--- src/rtl/hazard_unit.sv ---
// Stall/flush control for a 5-stage MIPS pipeline: Tuse/Tnew data hazards plus mult/div busy.
// Optional stall counter is built only when HAZARD_STALL_STATS_EN is defined.
module hazard_unit #(
    parameter int unsigned TW          = 2,
    parameter int unsigned MULT_CYCLES = 5,
    parameter int unsigned DIV_CYCLES  = 10
) (
    input  logic          clk,
    input  logic          reset,
    input  logic [31:0]   instr_D,
    input  logic [4:0]    rs_D,
    input  logic [4:0]    rt_D,
    input  logic [TW-1:0] Tnew_E,
    input  logic [TW-1:0] Tnew_M,
    input  logic [4:0]    WAG_E,
    input  logic [4:0]    WAG_M,
    input  logic          RegWrite_E,
    input  logic          RegWrite_M,
    input  logic          md_start_E,
    input  logic          md_is_div_E,
    input  logic          stats_clr,
    output logic          stall,
    output logic          flush_E,
    output logic          md_busy,
    output logic [15:0]   stall_cnt
);

    typedef enum logic {StIdle, StBusy} md_state_e;

    logic [5:0]    w_op;
    logic [5:0]    w_funct;
    logic [4:0]    w_rt_field;
    logic          w_rtype;
    logic          w_rs_use;
    logic          w_rt_use;
    logic [1:0]    w_tuse_rs;
    logic [1:0]    w_tuse_rt;
    logic          w_md_class;
    logic [TW-1:0] w_tuse_rs_tw;
    logic [TW-1:0] w_tuse_rt_tw;
    logic          w_data_stall;
    logic          w_md_stall;

    md_state_e     r_state;
    md_state_e     w_state_next;
    logic [7:0]    r_md_cnt;
    logic [7:0]    w_md_cnt_next;

    assign w_op       = instr_D[31:26];
    assign w_funct    = instr_D[5:0];
    assign w_rt_field = instr_D[20:16];
    // An all-zero word is a nop and must not decode as sll.
    assign w_rtype    = (w_op == 6'h00) && (instr_D != 32'h0);

    always_comb begin
        w_rs_use   = 1'b0;
        w_rt_use   = 1'b0;
        w_tuse_rs  = 2'd0;
        w_tuse_rt  = 2'd0;
        w_md_class = 1'b0;
        if (w_rtype) begin
            case (w_funct)
                6'h00, 6'h02, 6'h03: begin
                    w_rt_use = 1'b1; w_tuse_rt = 2'd1;
                end
                6'h04, 6'h06, 6'h07, 6'h21, 6'h23, 6'h25, 6'h2A: begin
                    w_rs_use = 1'b1; w_tuse_rs = 2'd1;
                    w_rt_use = 1'b1; w_tuse_rt = 2'd1;
                end
                6'h08, 6'h09: begin
                    w_rs_use = 1'b1; w_tuse_rs = 2'd0;
                end
                6'h10, 6'h12: w_md_class = 1'b1;
                6'h11, 6'h13: begin
                    w_rs_use = 1'b1; w_tuse_rs = 2'd1; w_md_class = 1'b1;
                end
                6'h18, 6'h19, 6'h1A, 6'h1B: begin
                    w_rs_use = 1'b1; w_tuse_rs = 2'd1;
                    w_rt_use = 1'b1; w_tuse_rt = 2'd1;
                    w_md_class = 1'b1;
                end
                default: ;
            endcase
        end else begin
            case (w_op)
                6'h04, 6'h05: begin
                    w_rs_use = 1'b1; w_tuse_rs = 2'd0;
                    w_rt_use = 1'b1; w_tuse_rt = 2'd0;
                end
                6'h06, 6'h07: begin
                    w_rs_use = 1'b1; w_tuse_rs = 2'd0;
                end
                6'h01: w_rs_use = (w_rt_field == 5'd0) || (w_rt_field == 5'd1);
                6'h0A, 6'h0D, 6'h20, 6'h21, 6'h23, 6'h24, 6'h25: begin
                    w_rs_use = 1'b1; w_tuse_rs = 2'd1;
                end
                6'h28, 6'h29, 6'h2B: begin
                    w_rs_use = 1'b1; w_tuse_rs = 2'd1;
                    w_rt_use = 1'b1; w_tuse_rt = 2'd2;
                end
                default: ;
            endcase
        end
    end

    assign w_tuse_rs_tw = TW'(w_tuse_rs);
    assign w_tuse_rt_tw = TW'(w_tuse_rt);

    assign w_data_stall =
        (w_rs_use && rs_D != 5'd0 && rs_D == WAG_E && RegWrite_E && w_tuse_rs_tw < Tnew_E) ||
        (w_rs_use && rs_D != 5'd0 && rs_D == WAG_M && RegWrite_M && w_tuse_rs_tw < Tnew_M) ||
        (w_rt_use && rt_D != 5'd0 && rt_D == WAG_E && RegWrite_E && w_tuse_rt_tw < Tnew_E) ||
        (w_rt_use && rt_D != 5'd0 && rt_D == WAG_M && RegWrite_M && w_tuse_rt_tw < Tnew_M);

    always_ff @(posedge clk or posedge reset) begin
        if (reset) begin
            r_state  <= StIdle;
            r_md_cnt <= 8'd0;
        end else begin
            r_state  <= w_state_next;
            r_md_cnt <= w_md_cnt_next;
        end
    end

    always_comb begin
        w_state_next  = r_state;
        w_md_cnt_next = r_md_cnt;
        case (r_state)
            StIdle: begin
                if (md_start_E) begin
                    w_state_next  = StBusy;
                    w_md_cnt_next = md_is_div_E ? 8'(DIV_CYCLES) : 8'(MULT_CYCLES);
                end
            end
            StBusy: begin
                if (r_md_cnt == 8'd1) begin
                    w_state_next  = StIdle;
                    w_md_cnt_next = 8'd0;
                end else begin
                    w_md_cnt_next = r_md_cnt - 8'd1;
                end
            end
            default: begin
                w_state_next  = StIdle;
                w_md_cnt_next = 8'd0;
            end
        endcase
    end

    always_comb begin
        md_busy = (r_state == StBusy);
    end

    assign w_md_stall = w_md_class && (md_busy || md_start_E);
    assign stall      = w_data_stall || w_md_stall;
    assign flush_E    = stall;

`ifdef HAZARD_STALL_STATS_EN
    logic [15:0] r_stall_cnt;

    always_ff @(posedge clk or posedge reset) begin
        if (reset) begin
            r_stall_cnt <= 16'd0;
        end else if (stats_clr) begin
            r_stall_cnt <= 16'd0;
        end else if (stall && r_stall_cnt != 16'hFFFF) begin
            r_stall_cnt <= r_stall_cnt + 16'd1;
        end
    end

    assign stall_cnt = r_stall_cnt;
`else
    logic w_unused_stats_clr;

    assign w_unused_stats_clr = stats_clr;
    assign stall_cnt          = 16'd0;
`endif

endmodule
--- config.mk ---
export PLATFORM = sky130hd
export DESIGN_NAME = hazard_unit
export DESIGN_NICKNAME = d
export VERILOG_FILES = /design/src/rtl/hazard_unit.sv
export SDC_FILE = /design/constraint.sdc
export NUM_CORES = 1
export LEC_CHECK = 0
export CAP_MARGIN = 5
export CORE_AREA = 2 2 67 69
export CTS_CLUSTER_SIZE = 10
export DETAILED_ROUTE_END_ITERATION = 12
export DIE_AREA = 0 0 69 71
export GPL_ROUTABILITY_DRIVEN = 1
export PLACE_DENSITY_LB_ADDON = 0.25
export REMOVE_ABC_BUFFERS = 1
export SLEW_MARGIN = 20
export SYNTH_ARGS = -nofsm -noshare
export SYNTH_HDL_FRONTEND = slang
export SYNTH_SLANG_ARGS = --single-unit
--- constraint.sdc ---
create_clock -name clk -period 2.3 [get_ports clk]
set_clock_uncertainty 0.1 [all_clocks]
set_input_delay 0.345 -clock clk [delete_from_list [all_inputs] [get_ports clk]]
set_output_delay 0.345 -clock clk [all_outputs]
set_load 0.005 [all_outputs]
==> metrics, run 1 <==
Die Wd=about 69 um; num rows=24; register area share after synthesis=between 15 and 20%; DR WL/cell=12.4 um; worst path required time=1.86 ns; IO Count=between 80 and 90; DRC=0; Layout area overhead=80.6%; Root Driver=clkbuf_8; Global Route Usage Sum=about 18%; gpl congestion=around 0.85; Die H=71 um; proportion of layout cells with a drive suffix above 1=between 20% and 30%; H-Tree Depth=1; clk buf depth=2; Cell variety after synth=50; First-pass DRT Iterations=4; Post-Syn Area=1370 um2; failing checks=setup timing; RSZ-0062 raised after global routing=true; R2R Setup Slk=0.46 ns; routed wire length=between 4000 and 5000 um; initial antenna violation count=0; Crit. End Element=primary output; Placed Cells=331; DP HPWL=about 3400 um; worst-skew pair later-pin latency=roughly 0.24 ns; largest net degree at the start of global routing=11; Final Hold Fails=0; TritonCTS clock tree=done; fin cells=around 350; Pwr Density=~440 nW/um2; Synth top cells by count=buf_4, inv_1, nor2_1; status=finished, violations left; Worst EP arrival=approximately 2.0 ns; IO buf count=64; leakage power total=around 0.0011 uW; kind of critical path=primary input to primary output; via count=about 1700; Reg clk slew, reported paths=~0.04 ns; Peak VDD IR=around 0.00021 V; grt total ovfl=0; Synth top area share=between 10% and 20%; Final WS setup=-0.168 ns; Tmin final=~2.5 ns; Slew Limit Fails=0; fin crit share=107%; nature of the critical path startpoint=primary input; clk sink count=9; first-pass GRT wire length=roughly 7300 um; vias in the first global route=around 1800; Post-Syn Area per Cell=between 7 and 8 um2; ranking of synthesized cells by area=dfrtp_1, buf_4, xnor2_1, xor2_1, inv_1; Yosys Warn Count=0; 1st-iter DRT viols=between 40 and 50; Synth Instances=between 150 and 200; Starting Density=~33%; Post-layout nets=between 300 and 400; CP Max Fanout=2; dpl ws=-1.01 ns; max frequency=405 MHz; Via density=slightly below 5; Num CTS Buffers=3; max-cap violations=0; Core ar.=between 4000 and 5000 um2; die area=about 5000 um2; Yosys top cell by area=dfrtp_1; Top FF cell, synth=dfrtp_1; ant diodes=0; Post-synth EDFFs=0; antenna-violating nets left=0; Fillers=411; Hold Path Class=primary input to asynchronous set/reset pin; most frequent cell after synthesis=buf_4; # setup viols final=2; async set-reset flop share out of synthesis=100%; synthesis-stage register bit count=9
worst max-delay path: stages:
cell	delay (ns)
buf_6	0.09
nor2b_2	0.15
o2111a_1	0.16
ha_1	0.29
inv_1	0.05
o211ai_1	0.19
nor3_2	0.07
a22oi_1	0.19
o311ai_1	0.13
a32o_2	0.24
buf_2	0.13
area by class of cell:
| cell class | count | area (um2) | share of cell area (%) |
|---|---|---|---|
| multi-input cells | 153 | 1120 | 45.2 |
| repair buffers | 111 | 961 | 38.8 |
| flip-flops and latches | 9 | 225 | 9.10 |
| well taps | 52 | 65.1 | 2.63 |
| inverters | 16 | 60.1 | 2.43 |
| clock buffers | 4 | 45.0 | 1.82 |
routing by layer:
| metal | global-route usage [%] | vias up | wire length (um) |
|---|---|---|---|
| met5 | 0 | - | 0 |
| met4 | 5.45 | 0 | 46 |
| met3 | 3.56 | 4 | 201 |
| met2 | 33.9 | 49 | 2260 |
| met1 | 20.7 | 800 | 1770 |
| li1 | - | 863 | - |
logic make-up (layout without fill, tap and decap cells):
logic type	after synthesis	count (layout)	share of synthesized area, %
AND/OR/NAND/NOR	65	65	27.4
AO/OA/AOI/OAI	47	47	24.6
buffers and inverters	35	131	14.2
XOR/XNOR	21	21	13.4
flip-flops	9	9	16.4
adder cells (fa/ha/maj)	4	4	3.65
other	1	16	0.274
flip-flops by register name (all words and copies together) (netlist names):
| name | count |
|---|---|
| md_busy | 1 |
| r_md_cnt | 8 |
path summary, 6_finish.rpt:
| path | endpoint | depth (start not counted) | startpoint |
|---|---|---|---|
| min in group clk | r_md_cnt[7] | 1 | r_md_cnt[7] |
| worst min-delay path | r_md_cnt[7] | 2 | reset |
| max in group asynchronous | r_md_cnt[6] | 2 | reset |
| worst max-delay path | stall | 11 | instr_D[31] |
| worst min register to register | r_md_cnt[7] | 1 | r_md_cnt[7] |
| worst max register to register | r_md_cnt[7] | 6 | r_md_cnt[5] |
cells in the final DEF (no fill, tap or decap), types with 2 or more instances in the layout:
cell type and count:
dfrtp_1 9, o211ai_1 4, nor3b_1 2, a21oi_1 6, nand2_1 7, xor2_1 10
o21ai_1 8, nand3_1 5, inv_2 2, a22oi_1 2, xnor2_1 11, nor4_1 3
dlygate4sd2_1 26, nor3_1 7, clkdlybuf4s15_1 3, dlymetal6s2s_1 6, nor4_2 6, conb_1 16
clkdlybuf4s50_1 21, ha_1 4, inv_1 14, nor4_4 2, nand2b_1 3, buf_2 6
nand4_1 5, buf_6 6, nor2_1 13, buf_4 42, a31oi_1 4, o21ai_0 2
o31ai_1 2, clkbuf_8 3, nor3_2 2
what timing repair did:
item,CTS,global route
hold buffers,0,0
setup endpoints to repair,2,2
buffers inserted,11,0
pin swaps,29,14
endpoints found under the hold margin,0,0
gates resized for setup,82,16
stage by stage:
| stage | total power (uW) | utilization, % | setup TNS, ns | instance area [um2] | hold slack (ns) |
|---|---|---|---|---|---|
| after floorplan | 618 | - | 0 | 1290 | 0.0729 |
| final | 1090 | 58.9 | -0.335 | 2470 | 0.281 |
| after detailed placement | 890 | 54.1 | -2.01 | 2270 | 0.376 |
| after global placement | 882 | 54.1 | -1.90 | 2270 | 0.377 |
| after global routing | 1190 | 58.9 | -0.545 | 2470 | 0.333 |
| after CTS | 1090 | 57.7 | -0.369 | 2430 | 0.297 |
where the power goes:
part | internal [uW] | switching, uW | leakage, uW
clock | 121 | 65.5 | 0.0000228
sequential | 234 | 82.2 | 0.000107
combinational | 302 | 284 | 0.00100
total | 657 | 431 | 0.00113
Power figures use the tool's default switching activity.
==> inputs of run 2 (changes only) <==
--- a/config.mk
+++ b/config.mk
@@ -12,7 +12,6 @@
 export DIE_AREA = 0 0 69 71
 export GPL_ROUTABILITY_DRIVEN = 1
 export PLACE_DENSITY_LB_ADDON = 0.25
-export REMOVE_ABC_BUFFERS = 1
 export SLEW_MARGIN = 20
 export SYNTH_ARGS = -nofsm -noshare
 export SYNTH_HDL_FRONTEND = slang
==> metrics, run 2 (synthesis results as in run 1) <==
status=finished, violations left; failing checks=setup timing; first-pass GRT wire length=7360 um (+0.48%); initial antenna violation count=0 (unchanged); vias in the first global route=1684 (-4.0%); num rows=24 (unchanged); Slew Limit Fails=0 (unchanged); Core ar.=4200 um2 (unchanged); commonest non-fill, non-tap cell in the layout=buf_4; proportion of layout cells with a drive suffix above 1=29.5% (+0.86 points); Tmin final=2.49 ns (+0.0177 ns); Root Driver=clkbuf_8; IO Count=82 (unchanged); routed wire length=4310 um (+0.73%); Largest Register=r_md_cnt; clk buf depth=2 (unchanged); Crit. End Element=primary output; design area=2490 um2 (+0.61%); die area=4900 um2 (unchanged); Final Util=59.2% (+0.36 points); most frequent cells in the layout=buf_4, dlygate4sd2_1, clkdlybuf4s50_1, conb_1; Die H=71 um (unchanged); worst path required time=1.86 ns (about the same); DP HPWL=3450 um (+0.59%); Final WS setup=-0.186 ns (-0.0177 ns); Layout area overhead=81.7%; most frequent CP cell=buf_4; worst-skew pair later-pin latency=0.24 ns (about the same); grt total ovfl=0 (unchanged); Fillers=419 (+1.9%); hold slack=0.274 ns (-0.00729 ns); Hold-fix buffers, CTS=0 (unchanged); antenna-violating nets left=0 (unchanged); First-pass DRT Iterations=6 (+2); CP max-delay cell=nor4_4; max frequency=402 MHz (-0.71%); slowest stage delay, CP=0.31 ns (+0.02 ns); H-Tree Depth=1 (unchanged); Peak VDD IR=0.000350 V (+68%); clk sink count=9 (unchanged); Sequential cell area=225 um2 (unchanged); M1 wire length=1880 um (+6.2%); Starting Density=32.6% (unchanged); Worst EP arrival=2.04 ns (+0.02 ns); Post-layout nets=366 (+1.4%); CP Max Fanout=2 (unchanged); Hold Path Class=primary input to asynchronous set/reset pin; dpl ws=-1.03 ns (-0.0247 ns); Placed Area=2300 um2 (+1.3%); Via density=4.97 (about the same); nature of the critical path startpoint=primary input; multi-input logic area=1100 um2 (-1.5%); DR WL/cell=12.3 um (-0.71%); max-cap violations=0 (unchanged); via count=1740 (+1.4%); IO buf count=64 (unchanged); Pwr Density=440 nW/um2 (about the same); 1st-iter DRT viols=130 (+180%); Reg clk slew, reported paths=0.04 ns (about the same); RSZ-0062 raised after global routing=true; Num CTS Buffers=3 (unchanged); ant diodes=0 (unchanged); top sig layer=met4; largest net degree at the start of global routing=11 (unchanged); met3 WL=280 um (+39%); max reg flops=8 (unchanged); Global Route Usage Sum=17.7% (-0.42 points); kind of critical path=primary input to primary output; Die Wd=69 um (unchanged); DRC=0 (unchanged); # setup viols final=2 (unchanged); Final Hold Fails=0 (unchanged); gpl congestion=0.784 (-7.7%); leakage power total=0.00112 uW (-1.2%); TritonCTS clock tree=done; crit-path cells=dlygate4sd2_1 -> nor4_4 -> buf_4 -> buf_4 -> buf_4 -> buf_4 -> buf_4 -> a31oi_1 -> o221ai_1 -> a32o_2 -> buf_2; routed wl met2=2100 um (-7.1%); fin crit share=108% (+0.77 points)
[run 2: per-layer routing]
metal,GRT usage [%],vias to the layer above
li1,-,878
met1,20.5,781
met2,31.6,74
met3,4.84,7
met4,5.45,0
met5,0,-
[run 2: where the power goes]
group	internal, uW	switching, uW	total, uW
combinational	306	288	594
clock	121	65.3	186
sequential	234	81.5	316
total	661	435	1100
[run 2: worst paths after layout]
path,startpoint,endpoint,slack (ns),cells after the start
setup / recovery,instr_D[20],flush_E,-0.19,11
hold / removal,reset,r_md_cnt[1],0.27,2
setup reg to reg,r_md_cnt[5],r_md_cnt[3],0.46,6
hold reg to reg,r_md_cnt[7],r_md_cnt[7],0.39,1
max in group asynchronous,reset,r_md_cnt[4],1.57,2
min in group clk,r_md_cnt[7],r_md_cnt[7],0.39,1
[run 2: timing repair]
item	in CTS	in global routing
resized for setup	81	11
setup endpoints to repair	2	2
setup buffers	10	1
pin swaps	32	12
[run 2: critical path: cells and delay by family]
kind	cells	cell delay, ns
buffers and inverters	7	0.85
AO/OA/AOI/OAI	3	0.53
AND/OR/NAND/NOR	1	0.31
[run 2: area by class of cell]
cell class              instances  area share (%)
multi-input cells             153            44.3
repair buffers                116            39.7
flip-flops and latches          9            9.05
well taps                      52            2.61
inverters                      16            2.51
clock buffers                   4            1.81
[run 2: through the flow]
stage	power, uW	setup TNS, ns	instances
2_1_floorplan	641	0	197
3_3_place_gp	884	-1.94	335
4_1_cts	1090	-0.436	349
6_report	1100	-0.371	350
5_1_grt	1190	-0.568	350
3_5_place_dp	897	-2.06	335
==> inputs of run 3 (changes only) <==
--- a/config.mk
+++ b/config.mk
@@ -11,8 +11,9 @@
 export DETAILED_ROUTE_END_ITERATION = 12
 export DIE_AREA = 0 0 69 71
 export GPL_ROUTABILITY_DRIVEN = 1
+export GPL_TIMING_DRIVEN = 0
 export PLACE_DENSITY_LB_ADDON = 0.25
-export SLEW_MARGIN = 20
+export SLEW_MARGIN = 25
 export SYNTH_ARGS = -nofsm -noshare
 export SYNTH_HDL_FRONTEND = slang
 export SYNTH_SLANG_ARGS = --single-unit
==> metrics, run 3 (synthesis results as in run 1) <==
status=finished, violations left; failing checks=setup timing; max-cap violations=0 (unchanged); worst-skew pair later-pin latency=0.23 ns (about the same); die area=4900 um2 (unchanged); proportion of layout cells with a drive suffix above 1=23.7% (-5.8 points); H-Tree Depth=1 (unchanged); DR WL/cell=12.0 um (-2.3%); IO Count=82 (unchanged); First-pass DRT Iterations=4 (-2); Final WS setup=-0.276 ns (-0.0900 ns); grt total ovfl=0 (unchanged); Pwr Density=456 nW/um2 (+3.6%); Starting Density=32.6% (unchanged); gpl congestion=0.775 (-1.3%); CP Max Fanout=6 (+4); Worst EP arrival=2.13 ns (+0.09 ns); nature of the critical path startpoint=primary input; Tmin final=2.58 ns (+0.0900 ns); Sequential cell area=225 um2 (unchanged); kind of critical path=primary input to primary output; vias in the first global route=1573 (-6.6%); Num CTS Buffers=3 (unchanged); RSZ-0062 raised after global routing=true; Die Wd=69 um (unchanged); leakage power total=0.000993 uW (-11%); hold slack=0.276 ns (+0.00242 ns); Post-layout nets=342 (-6.6%); routed wire length=3920 um (-9.0%); Fillers=439 (+4.8%); Reg clk slew, reported paths=0.04 ns (about the same); Largest Register=r_md_cnt; worst r2r path cells=6 (unchanged); multi-input logic area=1100 um2 (-0.11%); Via density=4.98 (+0.20%); fin crit share=112% (+3.9 points); Die H=71 um (unchanged); Placed Area=2130 um2 (-7.5%); Global Route Usage Sum=15.7% (-1.9 points); largest net degree at the start of global routing=11 (unchanged); # setup viols final=2 (unchanged); Final Hold Fails=0 (unchanged); Crit. End Element=primary output; TritonCTS clock tree=done; worst path required time=1.86 ns (about the same); num rows=24 (unchanged); clk buf depth=2 (unchanged); clk sink count=9 (unchanged); commonest non-fill, non-tap cell in the layout=dlygate4sd2_1; max frequency=388 MHz (-3.5%); Hold Path Class=primary input to asynchronous set/reset pin; Peak VDD IR=0.000328 V (-6.5%); first-pass GRT wire length=6630 um (-9.9%); DP HPWL=3090 um (-11%); Root Driver=clkbuf_8; Slew Limit Fails=0 (unchanged); Core ar.=4200 um2 (unchanged); most frequent cells in the layout=dlygate4sd2_1, buf_4, clkdlybuf4s50_1, conb_1; IO buf count=64 (unchanged); Layout area overhead=67.7%; DRC=0 (unchanged); antenna-violating nets left=0 (unchanged); initial antenna violation count=0 (unchanged); max reg flops=8 (unchanged); via count=1624 (-6.7%); design area=2300 um2 (-7.7%); ant diodes=0 (unchanged); 1st-iter DRT viols=73 (-44%)
run 3: cell count changes in the layout (fill, tap and decap cells not counted), moves of 2 or more:
cell	change
nor4_2	+3
clkdlybuf4s50_1	-3
nor4_1	-3
buf_4	-24
clkbuf_1	+2
run 3: report_power, final:
group	switching (uW)	total, uW	internal, uW
logic	276	552	276
clock network	62.3	183	121
registers	78.8	313	234
run 3: per-stage QoR:
step	TNS [ns]	worst slack, ns	std cells	utilization [%]	total power [uW]
global placement	-2.47	-1.28	313	50.7	851
CTS	-0.414	-0.250	326	54.3	1050
finish	-0.466	-0.276	326	54.6	1050
floorplan	0	0.0256	197	-	641
detailed placement	-2.49	-1.29	313	50.7	861
global route	-0.740	-0.414	326	54.6	1150
run 3: routing by layer:
metal	routed length, um	vias to the layer above	global-route usage, %
li1	-	828	-
met1	1710	730	19.1
met2	1860	66	27.9
met3	337	0	5.13
met4	0	0	2.18
met5	0	-	0
run 3: cell type report:
type                       count  share of cell area (%)
multi-input combinational    153                    47.9
timing repair buffer          73                    28.7
sequential                     9                    9.80
buffer                        19                    6.05
tap                           52                    2.83
inverter                      16                    2.72
clock buffer                   4                    1.96
run 3: worst max-delay path, stage by stage:
cell	delay, ns
dlygate4sd2_1	0.31
nor4_2	0.30
nand3_1	0.12
o21ai_2	0.19
buf_4	0.14
nor3_1	0.04
a21oi_1	0.11
o31ai_1	0.09
a32o_2	0.26
buf_6	0.12
buf_6	0.10
run 3: path summary, 6_finish.rpt:
path	slack (ns)	to	start
setup reg to reg	0.46	r_md_cnt[3]	r_md_cnt[5]
min in group clk	0.40	r_md_cnt[6]	r_md_cnt[6]
hold reg to reg	0.40	r_md_cnt[6]	r_md_cnt[6]
setup / recovery	-0.28	stall	instr_D[1]
max in group asynchronous	1.57	r_md_cnt[6]	reset
hold / removal	0.28	r_md_cnt[1]	reset
run 3: what timing repair did:
action,CTS,global route
hold buffers,0,0
hold endpoints to repair,0,0
setup buffers,9,0
resized for setup,108,3
endpoints found under the setup margin,2,2
pin swaps,23,4
